===== src/rtl/dmem_access_unit_pkg.sv =====
// Shared constants for the MEM-stage data-memory access path:
// load/store funct3 encodings, the access FSM state type and
// small decode helpers used by the access unit and its load aligner.
package dmem_access_unit_pkg;

   localparam logic [2:0] F3_B  = 3'b000;
   localparam logic [2:0] F3_H  = 3'b001;
   localparam logic [2:0] F3_W  = 3'b010;
   localparam logic [2:0] F3_BU = 3'b100;
   localparam logic [2:0] F3_HU = 3'b101;

   typedef enum logic [1:0] {
      IDLE   = 2'd0,
      ACCESS = 2'd1,
      DONE   = 2'd2
   } state_t;

   // Byte-sized op (LB, LBU, SB): low two funct3 bits are 00.
   function automatic logic is_byte_op(input logic [2:0] f3);
      return (f3[1:0] == F3_B[1:0]);
   endfunction

   // Half-sized op (LH, LHU, SH): low two funct3 bits are 01.
   function automatic logic is_half_op(input logic [2:0] f3);
      return (f3[1:0] == F3_H[1:0]);
   endfunction

endpackage


===== src/rtl/dmem_access_unit_if.sv =====
// Data-memory bus between the MEM-stage access unit (master) and the
// data memory (slave): request strobes, word address, lane data,
// byte enables and the one-cycle completion acknowledge.
interface dmem_access_unit_if #(parameter int ADDR_WIDTH = 32);

   logic                  dmem_read;
   logic                  dmem_write;
   logic [ADDR_WIDTH-3:0] dmem_address;
   logic [31:0]           dmem_writedata;
   logic [3:0]            dmem_byte_en;
   logic [31:0]           dmem_readdata;
   logic                  dmem_ack;

   modport master (
      output dmem_read, dmem_write, dmem_address, dmem_writedata, dmem_byte_en,
      input  dmem_readdata, dmem_ack
   );

   modport slave (
      input  dmem_read, dmem_write, dmem_address, dmem_writedata, dmem_byte_en,
      output dmem_readdata, dmem_ack
   );

endinterface


===== src/rtl/dmem_access_unit_load_align_unit.sv =====
// Picks the addressed byte or halfword out of a memory word and
// sign- or zero-extends it according to the load funct3. Anything that
// is not a byte or half load is returned as the full word.
module load_align_unit
   import dmem_access_unit_pkg::*;
(
   input  logic [31:0] load_word,
   input  logic [1:0]  offset,
   input  logic [2:0]  func3,
   output logic [31:0] load_value
);

   logic [7:0]  lane_byte;
   logic [15:0] lane_half;

   // Lane selection by byte offset, then extension by load type.
   always_comb begin
      lane_byte  = load_word[7:0];
      lane_half  = load_word[15:0];
      load_value = load_word;
      case (offset)
         2'd0: lane_byte = load_word[7:0];
         2'd1: lane_byte = load_word[15:8];
         2'd2: lane_byte = load_word[23:16];
         2'd3: lane_byte = load_word[31:24];
         default: lane_byte = load_word[7:0];
      endcase
      if (offset[1]) begin
         lane_half = load_word[31:16];
      end
      case (func3)
         F3_B:    load_value = {{24{lane_byte[7]}}, lane_byte};
         F3_BU:   load_value = {24'd0, lane_byte};
         F3_H:    load_value = {{16{lane_half[15]}}, lane_half};
         F3_HU:   load_value = {16'd0, lane_half};
         default: load_value = load_word;
      endcase
   end

endmodule


===== src/rtl/dmem_access_unit.sv =====
// MEM-stage data-memory access controller. Chooses forwarded or
// register store data, formats byte/half/word stores onto byte lanes,
// runs the request/ack handshake with data memory while stalling the
// pipeline, and registers the extended load result for MEM/WB.
module dmem_access_unit
   import dmem_access_unit_pkg::*;
#(
   parameter int ADDR_WIDTH = 32,
   parameter int DATA_WIDTH = 32
)
(
   input  logic                  clk,
   input  logic                  reset,
   input  logic                  mem_read_en,
   input  logic                  mem_write_en,
   input  logic [2:0]            func3,
   input  logic [ADDR_WIDTH-1:0] address,
   input  logic [DATA_WIDTH-1:0] reg_data2,
   input  logic [DATA_WIDTH-1:0] fwd_data_wb,
   input  logic                  mem_fwd_sel,
   dmem_access_unit_if.master    dmem,
   output logic [DATA_WIDTH-1:0] read_data,
   output logic                  busywait,
   output logic                  misaligned
);

   state_t state, state_next;

   logic                  req;
   logic                  byte_op;
   logic                  half_op;
   logic                  word_op;
   logic                  addr_misaligned;
   logic                  issue;
   logic [DATA_WIDTH-1:0] store_data;
   logic [31:0]           wdata_fmt;
   logic [3:0]            be_fmt;

   logic [ADDR_WIDTH-3:0] addr_q;
   logic [1:0]            offset_q;
   logic [2:0]            func3_q;
   logic [31:0]           wdata_q;
   logic [3:0]            be_q;
   logic                  is_write_q;
   logic [31:0]           load_value;

   // Decode the presented instruction: alignment check, store-data
   // selection and lane formatting. A load gets all four byte enables.
   always_comb begin
      req             = mem_read_en | mem_write_en;
      byte_op         = is_byte_op(func3);
      half_op         = is_half_op(func3);
      word_op         = !byte_op && !half_op;
      addr_misaligned = (word_op && (address[1:0] != 2'b00)) || (half_op && address[0]);
      misaligned      = (state == IDLE) && req && addr_misaligned;
      issue           = (state == IDLE) && req && !addr_misaligned;
      store_data      = mem_fwd_sel ? fwd_data_wb : reg_data2;
      wdata_fmt       = store_data;
      be_fmt          = 4'b1111;
      if (mem_write_en) begin
         if (byte_op) begin
            wdata_fmt = {4{store_data[7:0]}};
            be_fmt    = 4'b0001 << address[1:0];
         end else if (half_op) begin
            wdata_fmt = {2{store_data[15:0]}};
            be_fmt    = address[1] ? 4'b1100 : 4'b0011;
         end
      end
   end

   // Next state and handshake strobes. DONE drops the stall without
   // re-issuing, since the same instruction is still on the inputs.
   always_comb begin
      state_next      = state;
      dmem.dmem_read  = 1'b0;
      dmem.dmem_write = 1'b0;
      busywait        = 1'b0;
      case (state)
         IDLE: begin
            busywait = issue;
            if (issue) begin
               state_next = ACCESS;
            end
         end
         ACCESS: begin
            dmem.dmem_read  = !is_write_q;
            dmem.dmem_write = is_write_q;
            busywait        = 1'b1;
            if (dmem.dmem_ack) begin
               state_next = DONE;
            end
         end
         DONE: begin
            state_next = IDLE;
         end
         default: begin
            state_next = IDLE;
         end
      endcase
   end

   // State register, request latches captured at issue, and the load
   // result captured only on an acknowledged read.
   always_ff @(posedge clk) begin
      if (reset) begin
         state      <= IDLE;
         addr_q     <= '0;
         offset_q   <= 2'd0;
         func3_q    <= 3'd0;
         wdata_q    <= 32'd0;
         be_q       <= 4'd0;
         is_write_q <= 1'b0;
         read_data  <= '0;
      end else begin
         state <= state_next;
         if (issue) begin
            addr_q     <= address[ADDR_WIDTH-1:2];
            offset_q   <= address[1:0];
            func3_q    <= func3;
            wdata_q    <= wdata_fmt;
            be_q       <= be_fmt;
            is_write_q <= mem_write_en;
         end
         if ((state == ACCESS) && dmem.dmem_ack && !is_write_q) begin
            read_data <= load_value;
         end
      end
   end

   assign dmem.dmem_address   = addr_q;
   assign dmem.dmem_writedata = wdata_q;
   assign dmem.dmem_byte_en   = be_q;

   load_align_unit u_load_align (
      .load_word  (dmem.dmem_readdata),
      .offset     (offset_q),
      .func3      (func3_q),
      .load_value (load_value)
   );

endmodule


===== src/flat_wrapper.sv =====
// flat-port wrapper written by rule: the top's interface ports become plain ports
module dmem_access_unit_flat import dmem_access_unit_pkg::*;
#(
   parameter int ADDR_WIDTH = 32,
   parameter int DATA_WIDTH = 32
)
  (clk, reset, mem_read_en, mem_write_en, func3, address, reg_data2, fwd_data_wb, mem_fwd_sel, read_data, busywait, misaligned, dmem_dmem_read, dmem_dmem_write, dmem_dmem_address, dmem_dmem_writedata, dmem_dmem_byte_en, dmem_dmem_readdata, dmem_dmem_ack);
  dmem_access_unit_if #(.ADDR_WIDTH(ADDR_WIDTH)) dmem_i ();
  input  logic clk;
  input  logic reset;
  input  logic mem_read_en;
  input  logic mem_write_en;
  input  logic [2:0] func3;
  input  logic [ADDR_WIDTH-1:0] address;
  input  logic [DATA_WIDTH-1:0] reg_data2;
  input  logic [DATA_WIDTH-1:0] fwd_data_wb;
  input  logic mem_fwd_sel;
  output logic [DATA_WIDTH-1:0] read_data;
  output logic busywait;
  output logic misaligned;
  output wire logic [$bits(dmem_i.dmem_read)-1:0] dmem_dmem_read;
  output wire logic [$bits(dmem_i.dmem_write)-1:0] dmem_dmem_write;
  output wire logic [$bits(dmem_i.dmem_address)-1:0] dmem_dmem_address;
  output wire logic [$bits(dmem_i.dmem_writedata)-1:0] dmem_dmem_writedata;
  output wire logic [$bits(dmem_i.dmem_byte_en)-1:0] dmem_dmem_byte_en;
  input wire logic [$bits(dmem_i.dmem_readdata)-1:0] dmem_dmem_readdata;
  input wire logic [$bits(dmem_i.dmem_ack)-1:0] dmem_dmem_ack;
  assign dmem_dmem_read = dmem_i.dmem_read;
  assign dmem_dmem_write = dmem_i.dmem_write;
  assign dmem_dmem_address = dmem_i.dmem_address;
  assign dmem_dmem_writedata = dmem_i.dmem_writedata;
  assign dmem_dmem_byte_en = dmem_i.dmem_byte_en;
  assign dmem_i.dmem_readdata = dmem_dmem_readdata;
  assign dmem_i.dmem_ack = dmem_dmem_ack;
  dmem_access_unit #(.ADDR_WIDTH(ADDR_WIDTH), .DATA_WIDTH(DATA_WIDTH)) u_core (.clk(clk), .reset(reset), .mem_read_en(mem_read_en), .mem_write_en(mem_write_en), .func3(func3), .address(address), .reg_data2(reg_data2), .fwd_data_wb(fwd_data_wb), .mem_fwd_sel(mem_fwd_sel), .dmem(dmem_i), .read_data(read_data), .busywait(busywait), .misaligned(misaligned));
endmodule

===== config.mk =====
export PLATFORM = sky130hd
export DESIGN_NAME = dmem_access_unit_flat
export DESIGN_NICKNAME = d
export VERILOG_FILES = /design/src/rtl/dmem_access_unit_pkg.sv /design/src/rtl/dmem_access_unit_if.sv /design/src/rtl/dmem_access_unit_load_align_unit.sv /design/src/rtl/dmem_access_unit.sv /design/src/flat_wrapper.sv
export SDC_FILE = /design/constraint.sdc
export NUM_CORES = 1
export LEC_CHECK = 0
export ABC_AREA = 1
export BUFFER_PORTS_ARGS = -buffer_cell sky130_fd_sc_hd__buf_2
export CAP_MARGIN = 30
export CORE_MARGIN = 2
export CORE_UTILIZATION = 47
export CTS_CLUSTER_SIZE = 40
export DETAILED_ROUTE_END_ITERATION = 10
export GPL_TIMING_DRIVEN = 0
export PLACE_DENSITY = 0.8
export RECOVER_POWER = 50
export SYNTH_ARGS = -nofsm -noshare
export SYNTH_HDL_FRONTEND = slang
export SYNTH_SLANG_ARGS = --single-unit

===== constraint.sdc =====
create_clock -name clk -period 1.9 [get_ports clk]
set_clock_uncertainty 0.05 [all_clocks]
set_input_delay 0.19 -clock clk [delete_from_list [all_inputs] [get_ports clk]]
set_output_delay 0.19 -clock clk [all_outputs]
set_load 0.05 [all_outputs]

* After elaboration in Yosys (flattened, before gate mapping)
Cells that the tools add are included.
Operators by class: equality and inequality tests 10, shift-type cells 1, muxes and demuxes 17, bitwise gates (word level) 1, reductions and logical operators 19
Operator list (number):
- 32-bit two-way mux | 4
- 32-bit one-hot mux with 4 select lines | 1
- 8-bit one-hot mux with 4 select lines | 1
- 16-bit two-way mux | 1
- 4-bit two-way mux | 4
- 1-bit logical AND | 8
- 2-bit by 1-bit == test with 1-bit output, second input constant | 3
- 3-bit == test, second input constant | 2
- 2-bit logical NOT | 3
- 2-bit == test, second input constant | 2
- 1-bit logical NOT | 4
- 2-bit two-way mux | 2
- 2-bit one-hot mux with 2 select lines | 1
- 1-bit by 2-bit << shifter with 4-bit output, first input constant | 1
- 3-bit by 1-bit == test with 1-bit output, second input constant | 1
- 3-bit logical NOT | 1
- 1-bit two-way mux | 2
- 2-bit by 1-bit != test with 1-bit output, second input constant | 1
- 2-bit != test, second input constant | 1
- 1-bit one-hot mux with 2 select lines | 1
- 2-bit AND reduction | 1
- 2-bit nonzero test | 1
- 1-bit logical OR | 1
- 1-bit bitwise OR | 1
Storage, ports and cells: register bits 106, logic and storage cells 56

* Depth between registers and ports, before layout
depth after elaboration 9, gate-level depth with buffers 10, gate-level depth less buffers 9

* Cells and area by module
A second synthesis with hierarchy kept.
Second synthesis, totals: cells, all modules 815, area, all modules 5365.1 um^2
Modules (own cells, without submodules):
- dmem_access_unit | instances 1, cells an instance 645, area each 4441.8 um^2
- load_align_unit | instances 1, cells an instance 170, area each 923.4 um^2

* Worst setup path after synthesis
OpenSTA, ideal clock, no wires.
path type in2out, start in func3[1], end out misaligned, arrival 1.502 ns, required time 1.660 ns, path slack 0.158 ns, stages on the path 5, cell sequence buf_6 inv_2 nand2_1 nand2_1 nor3_1
Between the ends: word-level cells in the longest chain between the ends 6, elaborated cells between the ends (all ways) 9, classes of those cells eq/ne: 1; reduce/logical: 8
RTL lines:
- start, declared | RTL line flat_wrapper.sv:13 | input logic [2:0] func3;
- 2-bit by 1-bit == test with 1-bit output / 2-bit logical NOT (equally long branches) | RTL line dmem_access_unit_pkg.sv:25, dmem_access_unit_pkg.sv:20
- 1-bit logical NOT | RTL line dmem_access_unit.sv:53 | word_op = !byte_op && !half_op;
- 1-bit logical AND | RTL line dmem_access_unit.sv:53
- 1-bit logical AND | RTL line dmem_access_unit.sv:54 | addr_misaligned = (word_op && (address[1:0] != 2'b00)) || (half_op && address[0]);
- 1-bit logical OR (*) | RTL line dmem_access_unit.sv:54
- 1-bit logical AND (*) | RTL line dmem_access_unit.sv:55 | misaligned = (state == IDLE) && req && addr_misaligned;
- end, declared | RTL line flat_wrapper.sv:20 | output logic misaligned;
Mark *: on every way between the ends. The rest lies on a longest branch, timed or not.

* Worst setup path in the final report
start reg u_core.state[0], end out busywait
Between the ends: word-level cells in the longest chain between the ends 4, elaborated cells between the ends (all ways) 5, classes of those cells eq/ne: 1; mux: 1; reduce/logical: 3
RTL lines:
- start, declared | RTL line dmem_access_unit.sv:27 | state_t state, state_next;
- start signal, assigned | RTL line dmem_access_unit.sv:115 | state <= state_next;
- 2-bit logical NOT | RTL line dmem_access_unit.sv:56, dmem_access_unit.sv:78
- 1-bit logical AND (2 in a row) | RTL line dmem_access_unit.sv:56 | issue = (state == IDLE) && req && !addr_misaligned;
- 1-bit one-hot mux with 2 select lines (*) | RTL line dmem_access_unit.sv:78 | case (state)
- end, declared | RTL line flat_wrapper.sv:19 | output logic busywait;
Marked as above.

==> flow_summary.yaml <==
power_and_ir_drop:
  p_sw_share_pct: 39.7
  combPwrFrac_pct: 33.4
  power_frac_clock_pct: 24.3
  p_switching_w: 0.00238
  vdd_drop_max_uv: 603
  pwr-share-seq_pct: 42.3
  power.leakage_nw: 3.26
  power_density_mw_per_mm2: 903
  p_int_w: 0.00362
setup_path:
  worst_setup_path_end_kind: "output pin"
  cp.required_ps: 1660
  cp.arrival_ps: 1530
  critPathMaxFanout: 10
  critPathLaunch: "u_core.state[0]"
  reg2reg_depth: 8
  r2r_setup_slack_ps: 200
  critical_path_class: "flop to output pin"
  reg2reg_from: "u_core.state[1]"
  r2r_end: "u_core.dmem.dmem_writedata[30]"
  crit_path_end: "busywait"
  cp-start-kind: "flop"
timing:
  hold-worst-slack_ps: 17.5
  fmax_ghz: 0.565
  worstMarginPinSlew_ps: 705
  final_hold_viol_count: 0
  tns_ps: 0
  final_max_slew_viol_count: 0
  fin_crit_ps: 1770
  setup_viol: 0
  rsz0062_at_grt: "false"
  relSlewSlack_pct: 52.5
  finalCritPeriodShare_pct: 93.2
routing:
  avgViaCountPerCell: 5.11
  drc: 0
  drt-initial-drc-count: 464
  wl_um: 17200
  drt_pass1_iterations: 7
  routedWlPerCell_um: 14.3
  ant_nets: 0
  vias: 6148
place:
  io_buffers: 235
  place_inst: 1182
  hpwl_um: 13300
  gp_congestion: 0.926
synthesis:
  synthSimpleGateAreaFrac_pct: 29.7
  async_reset_ff_share_pct: 0
  synth_cell_types: 26
  yosysWarnings: 0
  ys_ff_latch: 106
  ys.flop_type: "dfxtp_1"
  synth_top_family_by_area: "simple AND/OR/NAND/NOR gates"
  synth_mux_area_share_pct: 0
  synth_area_mm2: 0.00518
  syn_inst: 807
  synth_xor_area_share_pct: 0
  synth-compound-area-share_pct: 19.2
  synth_edf_count: 0
  syn_area_per_cell_um2: 6.42
  synth_fa_ha_area_share_pct: 0
  synth_fp_nets: 944
  synth-seq-area-share_pct: 41.0
grt:
  grt_pass1_vias: 5436
  grt_first_pass_wirelength_um: 26700
  overflow: 0
  grt_util_met3_pct: 6.69
  antenna_found_initial: 1
  use_met1_pct: 37.5
  grt_usage_pct: 28.8
  grt.busiest_layer: "met2"
  grt_start_max_net_pins: 17
  grt_util_met2_pct: 45.9
die:
  fp.dieH_um: 109
  dieArea_mm2: 0.0119
  io_pins: 239
  die_x_um: 109
  initial_core_util_pct: 48.0
  coreArea_mm2: 0.0108
  std_cell_rows: 38
clock_network:
  htree_levels: 3
  cts_inserted_buffers: 9
  cts_hold_buffers: 0
  path_clk_slew_ps: 100
  clkLatencyLatePin_ps: 370
  cts_root_buf: "clkbuf_8"
  cts_tree: "done"
  cts_num_sinks: 106
  clock_path_buffers: 2
finish:
  regArea_mm2: 0.00212
  layout.cells.non_filler: 1202
  area_growth_syn_to_layout_pct: 28.4
  layout.nets: 1194
  fillers: 1120
  multi_input_area_mm2: 0.00253
  drive_above_1_share_pct: 18.5
  num_antenna_cells: 0
hold_path:
  min_path_type: "input port to flop"
status:
  outcome: "complete, no violations"
flow_run:
  cap_viol_max_count: 0
sequential cells by signal, indices dropped and copies added, names as in the netlist:
register / flops
u_core.read_data: 32
u_core.func3_q: 3
u_core.dmem.dmem_writedata: 32
u_core.dmem.dmem_address: 30
u_core.offset_q: 2
u_core.is_write_q: 1
u_core.state: 2
u_core.dmem.dmem_byte_en: 4
worst min-delay path by stage:
stage	start	endpoint	cells past startpoint	slack, ps
after floorplan	mem_write_en	u_core.dmem.dmem_writedata[25]	2	290
after global placement	address[15]	u_core.dmem.dmem_address[13]	3	390
after detailed placement	address[12]	u_core.dmem.dmem_address[10]	3	400
after CTS	address[18]	u_core.dmem.dmem_address[16]	3	3
after global routing	address[6]	u_core.dmem.dmem_address[4]	3	20
final	address[12]	u_core.dmem.dmem_address[10]	3	20
synth_stat cells (all sizes together) (3+ instances only):
library cell | number | area share [%]
a21oi | 39 | 3.8
o22ai | 9 | 1.1
dfxtp | 106 | 41
a21o | 7 | 1.0
nor3 | 6 | 0.58
and2 | 3 | 0.36
nand4 | 10 | 1.2
clkbuf | 17 | 1.2
inv | 75 | 5.4
a211oi | 3 | 0.43
buf | 32 | 3.5
nor2 | 180 | 13
nand2 | 170 | 12
nand3 | 16 | 1.6
o21ai | 132 | 13
timing repair:
action,4_1_cts,5_1_grt
endpoints found under the hold margin,0,0
resized for setup,2,1
buffers inserted,0,4
cloned,0,0
pin swaps,0,1
endpoints found under the setup margin,1,1
power by group through the flow:
stage / clock network [W] / logic [W] / registers [W]
floorplan: 0 / 0.000768 / 0.00325
global placement: 0 / 0.00201 / 0.00258
detailed placement: 0 / 0.00202 / 0.00258
CTS: 0.00148 / 0.00204 / 0.00253
global route: 0.00157 / 0.00217 / 0.00256
finish: 0.00146 / 0.00201 / 0.00254
stage by stage:
step / util [%] / power [W] / instance area [µm²] / setup WS, ps
3_5_place_dp: 60.5 / 0.00461 / 6530 / 286
6_report: 61.6 / 0.00601 / 6650 / 130
3_3_place_gp: 60.5 / 0.00459 / 6530 / 296
4_1_cts: 62.5 / 0.00605 / 6740 / 13.1
2_1_floorplan: - / 0.00402 / 5180 / 158
5_1_grt: 61.6 / 0.00630 / 6650 / 37.3
layout by cell type, fill, tap and decap left out, types with 2 or more instances in the layout:
cell and n:
and2_1 3, nand2_2 3, buf_2 158, dfxtp_1 106
clkinv_4 2, nor2_1 176, buf_6 3, buf_4 8
a21oi_1 39, inv_1 71, clkbuf_8 11, clkbuf_1 118
a211oi_1 3, o21ai_1 4, inv_2 4, buf_1 2
nor2_2 3, o21ai_0 128, nand4_1 10, a21o_1 7
nor3_1 6, nand3_1 15, o22ai_1 9, nand2_1 167
kinds of logic (layout without fill, tap and decap cells):
kind of cell | after synthesis | in the layout
flip-flops | 106 | 106
buffers and inverters | 124 | 379
AND/OR/NAND/NOR | 386 | 386
AO/OA/AOI/OAI | 191 | 191
cell type report:
cell class | count | area share (%)
inverters | 75 | 4.23
well taps | 140 | 2.63
repair buffers | 239 | 16.3
clock buffers | 13 | 2.39
multi-input cells | 577 | 38.1
clock inverters | 3 | 0.715
flip-flops and latches | 106 | 31.9
plain buffers | 49 | 3.71
layer usage:
| layer | wire (µm) | up-vias |
|---|---|---|
| met5 | 11 | - |
| met4 | 412 | 2 |
| met3 | 1760 | 36 |
| met2 | 7780 | 300 |
| met1 | 7260 | 2743 |
| li1 | - | 3067 |
critical path: stages (launching register included):
cell     delay (ps)
dfxtp_1         310
inv_1            60
nand2_1         100
nor2_1          130
nand2_2         120
buf_6           180
nand2_1          60
buf_4           190
Power figures use the tool's default switching activity.
